--- src/rtl/color_scan_ctrl_pkg.sv ---
// Shared colour-select and FSM state types for the colour-scan sequencer,
// plus the auto-scan rotation and fixed-colour sanitising helpers.
package color_scan_pkg;

    typedef enum logic [1:0] {
        SEL_BYPASS = 2'b00,
        SEL_RED    = 2'b01,
        SEL_GREEN  = 2'b10,
        SEL_BLUE   = 2'b11
    } color_sel_e;

    typedef enum logic [1:0] {
        IDLE,
        ARMED,
        ACCUM,
        REPORT
    } scan_state_e;

    function automatic color_sel_e next_color(input color_sel_e cur);
        case (cur)
            SEL_RED:   return SEL_GREEN;
            SEL_GREEN: return SEL_BLUE;
            default:   return SEL_RED;
        endcase
    endfunction

    // The filter has no meaningful "bypass" colour, so a fixed select of 00 means red.
    function automatic color_sel_e fixed_color(input logic [1:0] sel);
        return (sel == 2'b00) ? SEL_RED : color_sel_e'(sel);
    endfunction

endpackage

--- src/rtl/color_scan_ctrl_if.sv ---
// Per-frame result bus of the colour-scan sequencer (valid/ready handshake).
// COLOR_SCAN_CENTROID_EN adds the x/y coordinate sums for centroid division.
interface color_scan_ctrl_if #(
    parameter int IMG_W = 320,
    parameter int IMG_H = 240,
    parameter int CNT_W = 17
);
    localparam int XW = $clog2(IMG_W);
    localparam int YW = $clog2(IMG_H);

    logic             res_valid;
    logic             res_ready;
    logic [1:0]       res_color;
    logic [CNT_W-1:0] res_count;
    logic             res_found;
    logic [XW-1:0]    res_x_min;
    logic [XW-1:0]    res_x_max;
    logic [YW-1:0]    res_y_min;
    logic [YW-1:0]    res_y_max;
`ifdef COLOR_SCAN_CENTROID_EN
    logic [CNT_W+XW-1:0] res_x_sum;
    logic [CNT_W+YW-1:0] res_y_sum;

    modport master (
        output res_valid, res_color, res_count, res_found,
               res_x_min, res_x_max, res_y_min, res_y_max, res_x_sum, res_y_sum,
        input  res_ready
    );
    modport slave (
        input  res_valid, res_color, res_count, res_found,
               res_x_min, res_x_max, res_y_min, res_y_max, res_x_sum, res_y_sum,
        output res_ready
    );
`else
    modport master (
        output res_valid, res_color, res_count, res_found,
               res_x_min, res_x_max, res_y_min, res_y_max,
        input  res_ready
    );
    modport slave (
        input  res_valid, res_color, res_count, res_found,
               res_x_min, res_x_max, res_y_min, res_y_max,
        output res_ready
    );
`endif

endinterface

--- src/rtl/color_scan_ctrl_bbox_acc.sv ---
// Raster position tracker and per-frame detect statistics (count, bounding box,
// and coordinate sums when COLOR_SCAN_CENTROID_EN is defined).
module color_bbox_acc #(
    parameter int IMG_W = 320,
    parameter int IMG_H = 240,
    parameter int CNT_W = 17
) (
    input  logic                       clk,
    input  logic                       reset,
    input  logic                       clear,
    input  logic                       enable,
    input  logic                       detect,
    output logic [CNT_W-1:0]           count,
    output logic [$clog2(IMG_W)-1:0]   x_min,
    output logic [$clog2(IMG_W)-1:0]   x_max,
    output logic [$clog2(IMG_H)-1:0]   y_min,
    output logic [$clog2(IMG_H)-1:0]   y_max,
`ifdef COLOR_SCAN_CENTROID_EN
    output logic [CNT_W+$clog2(IMG_W)-1:0] x_sum,
    output logic [CNT_W+$clog2(IMG_H)-1:0] y_sum,
`endif
    output logic                       at_last
);
    localparam int XW = $clog2(IMG_W);
    localparam int YW = $clog2(IMG_H);

    logic [XW-1:0]    x, x_base, x_nxt, xmin_base, xmin_nxt, xmax_base, xmax_nxt;
    logic [YW-1:0]    y, y_base, y_nxt, ymin_base, ymin_nxt, ymax_base, ymax_nxt;
    logic [CNT_W-1:0] cnt_base, cnt_nxt;
`ifdef COLOR_SCAN_CENTROID_EN
    logic [CNT_W+XW-1:0] xs_base, xs_nxt;
    logic [CNT_W+YW-1:0] ys_base, ys_nxt;
`endif

    // Clear is applied before the pixel step so that a pixel arriving together
    // with frame_start is counted as (0,0) of the new frame.
    always_comb begin
        x_base    = clear ? '0 : x;
        y_base    = clear ? '0 : y;
        cnt_base  = clear ? '0 : count;
        xmin_base = clear ? XW'(IMG_W-1) : x_min;
        xmax_base = clear ? '0 : x_max;
        ymin_base = clear ? YW'(IMG_H-1) : y_min;
        ymax_base = clear ? '0 : y_max;
        x_nxt     = x_base;
        y_nxt     = y_base;
        cnt_nxt   = cnt_base;
        xmin_nxt  = xmin_base;
        xmax_nxt  = xmax_base;
        ymin_nxt  = ymin_base;
        ymax_nxt  = ymax_base;
`ifdef COLOR_SCAN_CENTROID_EN
        xs_base   = clear ? '0 : x_sum;
        ys_base   = clear ? '0 : y_sum;
        xs_nxt    = xs_base;
        ys_nxt    = ys_base;
`endif
        if (enable) begin
            if (detect) begin
                cnt_nxt = cnt_base + CNT_W'(1);
                if (x_base < xmin_base) xmin_nxt = x_base;
                if (x_base > xmax_base) xmax_nxt = x_base;
                if (y_base < ymin_base) ymin_nxt = y_base;
                if (y_base > ymax_base) ymax_nxt = y_base;
`ifdef COLOR_SCAN_CENTROID_EN
                xs_nxt = xs_base + (CNT_W+XW)'(x_base);
                ys_nxt = ys_base + (CNT_W+YW)'(y_base);
`endif
            end
            if (x_base == XW'(IMG_W-1)) begin
                x_nxt = '0;
                y_nxt = (y_base == YW'(IMG_H-1)) ? '0 : y_base + YW'(1);
            end else begin
                x_nxt = x_base + XW'(1);
            end
        end
    end

    always_ff @(posedge clk or posedge reset) begin
        if (reset) begin
            x     <= '0;
            y     <= '0;
            count <= '0;
            x_min <= '0;
            x_max <= '0;
            y_min <= '0;
            y_max <= '0;
`ifdef COLOR_SCAN_CENTROID_EN
            x_sum <= '0;
            y_sum <= '0;
`endif
        end else begin
            x     <= x_nxt;
            y     <= y_nxt;
            count <= cnt_nxt;
            x_min <= xmin_nxt;
            x_max <= xmax_nxt;
            y_min <= ymin_nxt;
            y_max <= ymax_nxt;
`ifdef COLOR_SCAN_CENTROID_EN
            x_sum <= xs_nxt;
            y_sum <= ys_nxt;
`endif
        end
    end

    assign at_last = (x == XW'(IMG_W-1)) && (y == YW'(IMG_H-1));

endmodule

--- src/rtl/color_scan_ctrl.sv ---
// Frame-level colour-detect sequencer: picks the filter colour per frame,
// accumulates detect statistics and reports one result per frame.
// Optional centroid sums are enabled by COLOR_SCAN_CENTROID_EN.
module color_scan_ctrl
    import color_scan_pkg::*;
#(
    parameter int IMG_W   = 320,
    parameter int IMG_H   = 240,
    parameter int CNT_W   = 17,
    parameter int MIN_PIX = 64
) (
    input  logic              clk,
    input  logic              reset,
    input  logic              en,
    input  logic              auto_scan,
    input  logic [1:0]        fixed_sel,
    input  logic              frame_start,
    input  logic              pix_valid,
    input  logic              detect_pixel,
    output logic [1:0]        filter_sel,
    output logic              busy,
    color_scan_ctrl_if.master res
);
    localparam int XW = $clog2(IMG_W);
    localparam int YW = $clog2(IMG_H);

    scan_state_e      state, state_nxt;
    color_sel_e       sel, sel_nxt;
    logic             acc_clear, acc_en, at_last;
    logic             reporting, have_hits;
    logic [CNT_W-1:0] count;
    logic [XW-1:0]    x_min, x_max;
    logic [YW-1:0]    y_min, y_max;
`ifdef COLOR_SCAN_CENTROID_EN
    logic [CNT_W+XW-1:0] x_sum;
    logic [CNT_W+YW-1:0] y_sum;
`endif

    color_bbox_acc #(.IMG_W(IMG_W), .IMG_H(IMG_H), .CNT_W(CNT_W)) u_acc (
        .clk     (clk),
        .reset   (reset),
        .clear   (acc_clear),
        .enable  (acc_en),
        .detect  (detect_pixel),
        .count   (count),
        .x_min   (x_min),
        .x_max   (x_max),
        .y_min   (y_min),
        .y_max   (y_max),
`ifdef COLOR_SCAN_CENTROID_EN
        .x_sum   (x_sum),
        .y_sum   (y_sum),
`endif
        .at_last (at_last)
    );

    always_ff @(posedge clk or posedge reset) begin
        if (reset) begin
            state <= IDLE;
            sel   <= SEL_RED;
        end else begin
            state <= state_nxt;
            sel   <= sel_nxt;
        end
    end

    // The colour only moves at IDLE exit or on result handshake, so it is
    // frozen for every pixel of an accumulated frame.
    always_comb begin
        state_nxt = state;
        sel_nxt   = sel;
        acc_clear = 1'b0;
        acc_en    = 1'b0;
        case (state)
            IDLE: begin
                if (en) begin
                    sel_nxt   = auto_scan ? SEL_RED : fixed_color(fixed_sel);
                    state_nxt = ARMED;
                end
            end
            ARMED: begin
                if (!en) begin
                    state_nxt = IDLE;
                end else if (frame_start) begin
                    acc_clear = 1'b1;
                    acc_en    = pix_valid;
                    state_nxt = ACCUM;
                end
            end
            ACCUM: begin
                if (!en) begin
                    state_nxt = IDLE;
                end else if (frame_start) begin
                    acc_clear = 1'b1;
                    acc_en    = pix_valid;
                end else if (pix_valid) begin
                    acc_en = 1'b1;
                    if (at_last) state_nxt = REPORT;
                end
            end
            REPORT: begin
                if (res.res_ready) begin
                    sel_nxt   = auto_scan ? next_color(sel) : fixed_color(fixed_sel);
                    state_nxt = en ? ARMED : IDLE;
                end
            end
            default: state_nxt = IDLE;
        endcase
    end

    // Accumulator is frozen in REPORT, so its registers double as the result.
    assign reporting = (state == REPORT);
    assign have_hits = reporting && (count != '0);

    assign filter_sel    = sel;
    assign busy          = (state != IDLE);
    assign res.res_valid = reporting;
    assign res.res_color = reporting ? sel : 2'b00;
    assign res.res_count = reporting ? count : '0;
    assign res.res_found = reporting && (count >= CNT_W'(MIN_PIX));
    assign res.res_x_min = have_hits ? x_min : '0;
    assign res.res_x_max = have_hits ? x_max : '0;
    assign res.res_y_min = have_hits ? y_min : '0;
    assign res.res_y_max = have_hits ? y_max : '0;
`ifdef COLOR_SCAN_CENTROID_EN
    assign res.res_x_sum = have_hits ? x_sum : '0;
    assign res.res_y_sum = have_hits ? y_sum : '0;
`endif

endmodule
--- src/flat_wrapper.sv ---
// flat-port wrapper written by rule: the top's interface ports become plain ports
module color_scan_ctrl_flat import color_scan_pkg::*;
#(
    parameter int IMG_W   = 320,
    parameter int IMG_H   = 240,
    parameter int CNT_W   = 17,
    parameter int MIN_PIX = 64
)
  (clk, reset, en, auto_scan, fixed_sel, frame_start, pix_valid, detect_pixel, filter_sel, busy, res_res_valid, res_res_color, res_res_count, res_res_found, res_res_x_min, res_res_x_max, res_res_y_min, res_res_y_max, res_res_ready);
  color_scan_ctrl_if #(.IMG_W(IMG_W), .IMG_H(IMG_H), .CNT_W(CNT_W)) res_i ();
  input  logic clk;
  input  logic reset;
  input  logic en;
  input  logic auto_scan;
  input  logic [1:0] fixed_sel;
  input  logic frame_start;
  input  logic pix_valid;
  input  logic detect_pixel;
  output logic [1:0] filter_sel;
  output logic busy;
  output wire logic [$bits(res_i.res_valid)-1:0] res_res_valid;
  output wire logic [$bits(res_i.res_color)-1:0] res_res_color;
  output wire logic [$bits(res_i.res_count)-1:0] res_res_count;
  output wire logic [$bits(res_i.res_found)-1:0] res_res_found;
  output wire logic [$bits(res_i.res_x_min)-1:0] res_res_x_min;
  output wire logic [$bits(res_i.res_x_max)-1:0] res_res_x_max;
  output wire logic [$bits(res_i.res_y_min)-1:0] res_res_y_min;
  output wire logic [$bits(res_i.res_y_max)-1:0] res_res_y_max;
  input wire logic [$bits(res_i.res_ready)-1:0] res_res_ready;
  assign res_res_valid = res_i.res_valid;
  assign res_res_color = res_i.res_color;
  assign res_res_count = res_i.res_count;
  assign res_res_found = res_i.res_found;
  assign res_res_x_min = res_i.res_x_min;
  assign res_res_x_max = res_i.res_x_max;
  assign res_res_y_min = res_i.res_y_min;
  assign res_res_y_max = res_i.res_y_max;
  assign res_i.res_ready = res_res_ready;
  color_scan_ctrl #(.IMG_W(IMG_W), .IMG_H(IMG_H), .CNT_W(CNT_W), .MIN_PIX(MIN_PIX)) u_core (.clk(clk), .reset(reset), .en(en), .auto_scan(auto_scan), .fixed_sel(fixed_sel), .frame_start(frame_start), .pix_valid(pix_valid), .detect_pixel(detect_pixel), .filter_sel(filter_sel), .busy(busy), .res(res_i));
endmodule
--- config.mk ---
export PLATFORM = sky130hd
export DESIGN_NAME = color_scan_ctrl_flat
export DESIGN_NICKNAME = d
export VERILOG_FILES = /design/src/rtl/color_scan_ctrl_pkg.sv /design/src/rtl/color_scan_ctrl_if.sv /design/src/rtl/color_scan_ctrl_bbox_acc.sv /design/src/rtl/color_scan_ctrl.sv /design/src/flat_wrapper.sv
export SDC_FILE = /design/constraint.sdc
export NUM_CORES = 1
export LEC_CHECK = 0
export ABC_AREA = 1
export BUFFER_PORTS_ARGS = -buffer_cell sky130_fd_sc_hd__buf_2
export CAP_MARGIN = 25
export CORE_MARGIN = 3
export CORE_UTILIZATION = 59
export DETAILED_ROUTE_END_ITERATION = 8
export PLACE_DENSITY = 0.81
export SLEW_MARGIN = 20
export SYNTH_ARGS = -nofsm -noshare
export SYNTH_HDL_FRONTEND = slang
export SYNTH_SLANG_ARGS = --single-unit
--- constraint.sdc ---
create_clock -name clk -period 3.45 [get_ports clk]
set_input_delay 0.1725 -clock clk [delete_from_list [all_inputs] [get_ports clk]]
set_output_delay 0.1725 -clock clk [all_outputs]
set_load 0.01 [all_outputs]
==> results.yml, run 1 <==
run_status:
  status: "finished, final reports clean"
sta:
  fin_skew_ps: 9.879
  fin_setup_tns_ps: 0
  hold_ws_ps: 166.9
  slew_headroom: 0.4569
  worst_pin_slew_ps: 814.7
  timing.final.crit_share: 0.9083
  hold_viol: 0
  setup_viol: 0
  drv_slew: 0
  rsz0062_at_grt: "false"
  max_freq_mhz: 319.1
  fin_crit_ps: 3134
routing:
  drtAntennaViolNets: 0
  route.detailed.drc: 0
  detail_route.vias_per_cell: 5.275
  drt_iter0_markers: 320
  num_vias: 4922
  finalWirelength_um: 12330
  drt-wirelength-per-cell_um: 13.22
  dr.pass1.iters: 5
synth:
  synth_top_family_by_area: "simple AND/OR/NAND/NOR gates"
  netlist_instances: 751
  synth_compound_area_frac: 0.06880
  ys_async_sr_fraction: 1.000
  synthTopCellsByCount: "224 x nand2_1, 147 x inv_1, 75 x nor2_1"
  synth_cell_types: 44
  synth-main-ff-cell: "dfrtp_1"
  synth-simple-area-share: 0.3411
  ys_seq_area_frac: 0.3466
  synthMuxAreaShare: 0
  synthTopCellsByArea: "dfrtp_1 34%, nand2_1 16%, inv_1 11%"
  synth_area_mm2: 0.005201
  synth_xor_area_frac: 0.02526
  yosysTopAreaCell: "dfrtp_1"
  synth_fp_nets: 798
  synth_top_area_share: 0.3416
  synth.avg_cell_area_um2: 6.926
  ys_ff_latch: 72
  synth_most_common_cell: "nand2_1"
  synth_fa_ha_area_frac: 0.08901
  ys_warn_count: 0
  synth_edf_count: 0
die:
  die_x_um: 99.89
  fp.coreArea_mm2: 0.008382
  ios: 68
  num_rows: 33
  initial_core_util: 0.6205
  dieArea_mm2: 0.009978
  dieHeight_um: 99.89
cts:
  clk_path_buf_depth: 2
  cts_buffers: 9
  clock-sinks: 72
  clock_latency_ps: 340
  cts_root_buffer: "clkbuf_8"
  ctsResizeCount: 0
  cts_htree_levels: 3
  tritoncts: "yes"
  cts.clk_slew.worst_paths_ps: 80
global_routing:
  grt_pass1_vias: 4675
  overflow: 0
  antenna_found_initial: 0
  grt_pass1_wl_um: 20760
  grtUsageTotal: 0.2529
  grt_max_degree: 46
setup_path:
  rr_worst_depth: 14
  cp-start-kind: "register"
  crit_fanout: 45
  worstSetupEndpointType: "register"
  critPathRequiredTime_ps: 3680
  worstSetupPathType: "register to register"
  critPathArrivalTime_ps: 3360
layout:
  diodes: 0
  final_nets: 870
  final_cells: 933
  ff_latch_area_mm2: 0.001803
  multi_input_area_mm2: 0.002726
  drive_gt1_frac: 0.1498
  syn_to_final_growth_pct: 12.32
  fillers: 718
placement:
  hpwl_um: 9018
  place_inst: 914
  numPortBuffers: 67
  finalWeightedCongestion: 0.8780
worst_hold_path:
  hold_path.class: "primary input to register"
  worstHoldPathCells: 3
power_and_ir_drop:
  powerDensity_mw_per_mm2: 425.9
  irDropWorstVdd_mv: 0.1986
  leakagePower_nw: 3.537
flow_run:
  drv_cap: 0
==> path summary, 6_finish.rpt <==
path                                          to            startpoint  slack [ps]
setup / recovery           u_core.u_acc.y_max[1]       u_core.state[1]         320
hold / removal              u_core.filter_sel[0]          fixed_sel[0]         170
setup reg to reg           u_core.u_acc.y_max[1]       u_core.state[1]         320
hold reg to reg             u_core.filter_sel[0]  u_core.filter_sel[0]         520
max in group asynchronous   u_core.filter_sel[0]                 reset        2270
min in group asynchronous  u_core.u_acc.count[9]                 reset         400
==> per-layer routing <==
layer | up-vias | share of wire | global-route usage
met5 | - | 0 | 0
met1 | 2278 | 0.46 | 0.3456
met4 | 0 | 0.013 | 0.08088
met3 | 16 | 0.061 | 0.03961
met2 | 162 | 0.47 | 0.4135
li1 | 2466 | - | -
==> cells by family (layout without fill, tap and decap cells) <==
logic type                 after synthesis  after routing
and+or+nand+nor                        395            395
xor gates and xnor gates                15             15
AOI/OAI and AO/OA                       63             63
DFF                                     72             72
buffers and inverters                  169            246
adders and majority gates               37             37
==> cells in the final DEF, fill, tap and decap left out, types with 5 or more instances in the layout <==
| master | instances |
|---|---|
| nand2_1 | 224 |
| inv_1 | 146 |
| nor2_1 | 75 |
| dfrtp_1 | 71 |
| buf_2 | 67 |
| nand3_1 | 38 |
| ha_1 | 37 |
| o21ai_0 | 28 |
| a21oi_1 | 21 |
| nand4_1 | 19 |
| clkbuf_8 | 9 |
| xnor2_1 | 8 |
| buf_4 | 8 |
| xor2_1 | 7 |
| nor4_1 | 6 |
| inv_2 | 5 |
| nor3_1 | 5 |
| nand2_2 | 5 |
| nand2_4 | 5 |
==> critical path: stages (launching register included) <==
cell and delay, ps:
dfrtp_1 440, inv_1 110, ha_1 320, nand3_2 330, buf_12 320, nand2_1 140, inv_1 120, ha_1 330
a21oi_1 120, o21ai_0 90, a21oi_1 260, nor3_4 80, buf_4 180, nand2_1 60, o21ai_0 80
==> area by class of cell <==
cell class	count	share of cell area
Tap cell	105	0.02249
Clock buffer	12	0.02313
Timing Repair Buffer	77	0.07282
Sequential cell	72	0.3086
Inverter	153	0.09852
Clock inverter	4	0.007710
Multi-Input combinational cell	510	0.4667
==> what timing repair did <==
action,CTS,global route
endpoints found under the hold margin,22,0
setup endpoints to repair,0,2
hold buffers,1,0
setup buffers,0,2
==> registers in the layout (all words and copies together) (netlist names) <==
name                count
u_core.u_acc.count     17
u_core.u_acc.x          9
u_core.u_acc.x_max      9
u_core.u_acc.x_min      9
u_core.u_acc.y          8
u_core.u_acc.y_max      8
u_core.u_acc.y_min      8
u_core.filter_sel       2
u_core.state            2
==> metrics by stage <==
step | instance area [um^2] | util | total power (W) | setup slack, ps
finish | 5842 | 0.6970 | 0.002488 | 316.5
global route | 5842 | 0.6970 | 0.002660 | 79.05
CTS | 5827 | 0.6952 | 0.002498 | 342.7
detailed placement | 5637 | 0.6725 | 0.001850 | 341.4
global placement | 5637 | 0.6725 | 0.001807 | 498.5
floorplan | 5201 | - | 0.001653 | 674.9
==> power breakdown <==
part | total, W | switching [W] | internal, W | leakage, nW
Clock | 0.000648 | 0.000316 | 0.000332 | 0.0941
Combinational | 0.000811 | 0.000549 | 0.000262 | 2.50
Sequential | 0.00103 | 0.0000629 | 0.000966 | 0.943
(Power assumes the default switching activity.)
==> run 2, diff against run 1 <==
--- a/config.mk
+++ b/config.mk
@@ -10,6 +10,7 @@
 export CAP_MARGIN = 25
 export CORE_MARGIN = 3
 export CORE_UTILIZATION = 59
+export CTS_BUF_LIST = sky130_fd_sc_hd__clkbuf_4 sky130_fd_sc_hd__clkbuf_8 sky130_fd_sc_hd__clkbuf_16
 export DETAILED_ROUTE_END_ITERATION = 8
 export PLACE_DENSITY = 0.81
 export SLEW_MARGIN = 20
==> run 2 against run 1 <==
  * Combinational power about the same
  * Via count down 0.24%
  * Power up 1.1%
  * Critical path depth unchanged
  * Setup slack worse by 5.3 ps
  * Cell count unchanged
  * Critical endpoint unchanged
  * Final area up 0.19%
==> results.yml, run 2 (same netlist as run 1, synthesis figures left out) <==
setup_path:
  critPathSlowestCell: "dfrtp_1"
  critPathRequiredTime_ps: 3680
  worstSetupPathType: "register to register"
  worstSetupEndpointType: "register"
  crit_fanout: 45
  cp-start-kind: "register"
  max_stage_delay_ps: 450
  path_cells: "inv_1 -> ha_1 -> nand3_2 -> buf_12 -> nand2_1 -> inv_1 -> ha_1 -> a21oi_1 -> o21ai_0 -> a21oi_1 -> nor3_4 -> buf_4 -> nand2_1 -> o21ai_0"
  critPathArrivalTime_ps: 3370
power_and_ir_drop:
  intPower_w: 0.001584
  pwr-share-comb: 0.323
  pwr-share-clk: 0.267
  power.switching_w: 0.0009311
  powerDensity_mw_per_mm2: 429.7
  leakagePower_nw: 3.547
  seqPwrFrac: 0.410
  p_sw_frac: 0.3702
  irDropWorstVdd_mv: 0.1907
global_routing:
  antenna_found_initial: 0
  grt_max_degree: 46
  grt_pass1_vias: 4656
  use_met3: 0.03961
  overflow: 0
  grtUsageTotal: 0.2529
  grt_pass1_wl_um: 20750
  grt_util_met1: 0.3460
  top_usage_layer: "met2"
  use_met2: 0.4135
cts:
  cts_buffers: 9
  ctsResizeCount: 0
  cts.clk_slew.worst_paths_ps: 80
  cts_root_buffer: "clkbuf_8"
  clock_latency_ps: 350
  clk_path_buf_depth: 2
  cts_htree_levels: 3
  tritoncts: "yes"
  clock-sinks: 72
layout:
  syn_to_final_growth_pct: 12.53
  top_register: "u_core.u_acc.count"
  post-route-util: 0.6983
  final_common_cell: "nand2_1"
  drive_gt1_frac: 0.1534
  largest_reg_flops: 17
  final_nets: 870
  fillers: 716
  diodes: 0
  mostFrequentLayoutCells: "224 x nand2_1, 146 x inv_1, 75 x nor2_1, 71 x dfrtp_1, 67 x buf_2"
routing:
  detail_route.vias_per_cell: 5.263
  route.detailed.drc: 0
  drtAntennaViolNets: 0
  num_vias: 4910
  finalWirelength_um: 12340
  drt-wirelength-per-cell_um: 13.23
  dr.pass1.iters: 6
  drt_iter0_markers: 354
die:
  num_rows: 33
  ios: 68
  initial_core_util: 0.6205
  dieArea_mm2: 0.009978
  die_x_um: 99.89
  dieHeight_um: 99.89
  fp.coreArea_mm2: 0.008382
sta:
  drv_slew: 0
  worst_pin_slew_ps: 811.6
  timing.final.crit_share: 0.9098
  slew_headroom: 0.4590
  hold_viol: 0
  fin_skew_ps: 10.15
  rsz0062_at_grt: "false"
  fin_crit_ps: 3139
  fin_setup_tns_ps: 0
  setup_viol: 0
  max_freq_mhz: 318.6
placement:
  finalWeightedCongestion: 0.8780
  numPortBuffers: 67
  hpwl_um: 9018
flow_run:
  drv_cap: 0
run_status:
  status: "finished, final reports clean"
worst_hold_path:
  hold_path.class: "primary input to register"
run 2: cell count changes in the layout (fill, tap and decap cells not counted):
| cell | previous run | this run |
|---|---|---|
| clkbuf_4 | 0 | 3 |
| clkbuf_1 | 3 | 0 |
run 2: area by class of cell:
| class | count | area (um^2) | area share |
|---|---|---|---|
| multi-input combinational | 510 | 2726 | 0.4658 |
| sequential | 72 | 1803 | 0.3080 |
| inverter | 153 | 575.6 | 0.09833 |
| timing repair buffer | 77 | 425.4 | 0.07268 |
| clock buffer | 12 | 146.4 | 0.02501 |
| tap | 105 | 131.4 | 0.02245 |
| clock inverter | 4 | 45.04 | 0.007696 |
run 2: worst paths after layout:
check	slack, ps	cells past startpoint	endpoint	start
max	310	14	u_core.u_acc.y_max[1]	u_core.state[1]
min	160	3	u_core.filter_sel[0]	fixed_sel[0]
max reg2reg	310	14	u_core.u_acc.y_max[1]	u_core.state[1]
min reg2reg	520	2	u_core.filter_sel[0]	u_core.filter_sel[0]
max in group asynchronous	2280	4	u_core.filter_sel[0]	reset
min in group asynchronous	400	3	u_core.u_acc.count[9]	reset
run 2: worst max-delay path, delay by kind of cell (launching register included):
| kind | cells | cell delay (ps) |
|---|---|---|
| flip-flops | 1 | 450 |
| adder cells (fa/ha/maj) | 2 | 650 |
| buffers and inverters | 4 | 730 |
| AO/OA/AOI/OAI | 4 | 550 |
| AND/OR/NAND/NOR | 4 | 610 |
run 2: metrics by stage:
stage | setup WS [ps] | power, W | cell area, um^2 | instances | hold WS, ps
floorplan | 674.9 | 0.001653 | 5201 | 751 | 354.4
global placement | 498.5 | 0.001807 | 5637 | 914 | 233.4
detailed placement | 341.4 | 0.001850 | 5637 | 914 | 244.7
CTS | 340.3 | 0.002522 | 5838 | 931 | 158.0
global route | 77.54 | 0.002685 | 5853 | 933 | 212.3
finish | 311.2 | 0.002515 | 5853 | 933 | 164.6
run 2: what timing repair did:
| action | in CTS | in global routing |
|---|---|---|
| setup endpoints to repair | 0 | 2 |
| hold buffers | 1 | 0 |
| endpoints found under the hold margin | 22 | 0 |
| setup buffers | 0 | 2 |
run 2: power groups by stage:
stage	clock network (W)	logic, W	registers, W
2_1_floorplan	0	0.000620	0.00103
3_3_place_gp	0	0.000771	0.00104
3_5_place_dp	0	0.000807	0.00104
4_1_cts	0.000682	0.000812	0.00103
5_1_grt	0.000722	0.000921	0.00104
6_report	0.000672	0.000813	0.00103
run 2: metal layers:
layer	vias up	part of all wire
met5	-	0
met1	2278	0.46
met3	19	0.057
met2	144	0.47
li1	2469	-
met4	0	0.016
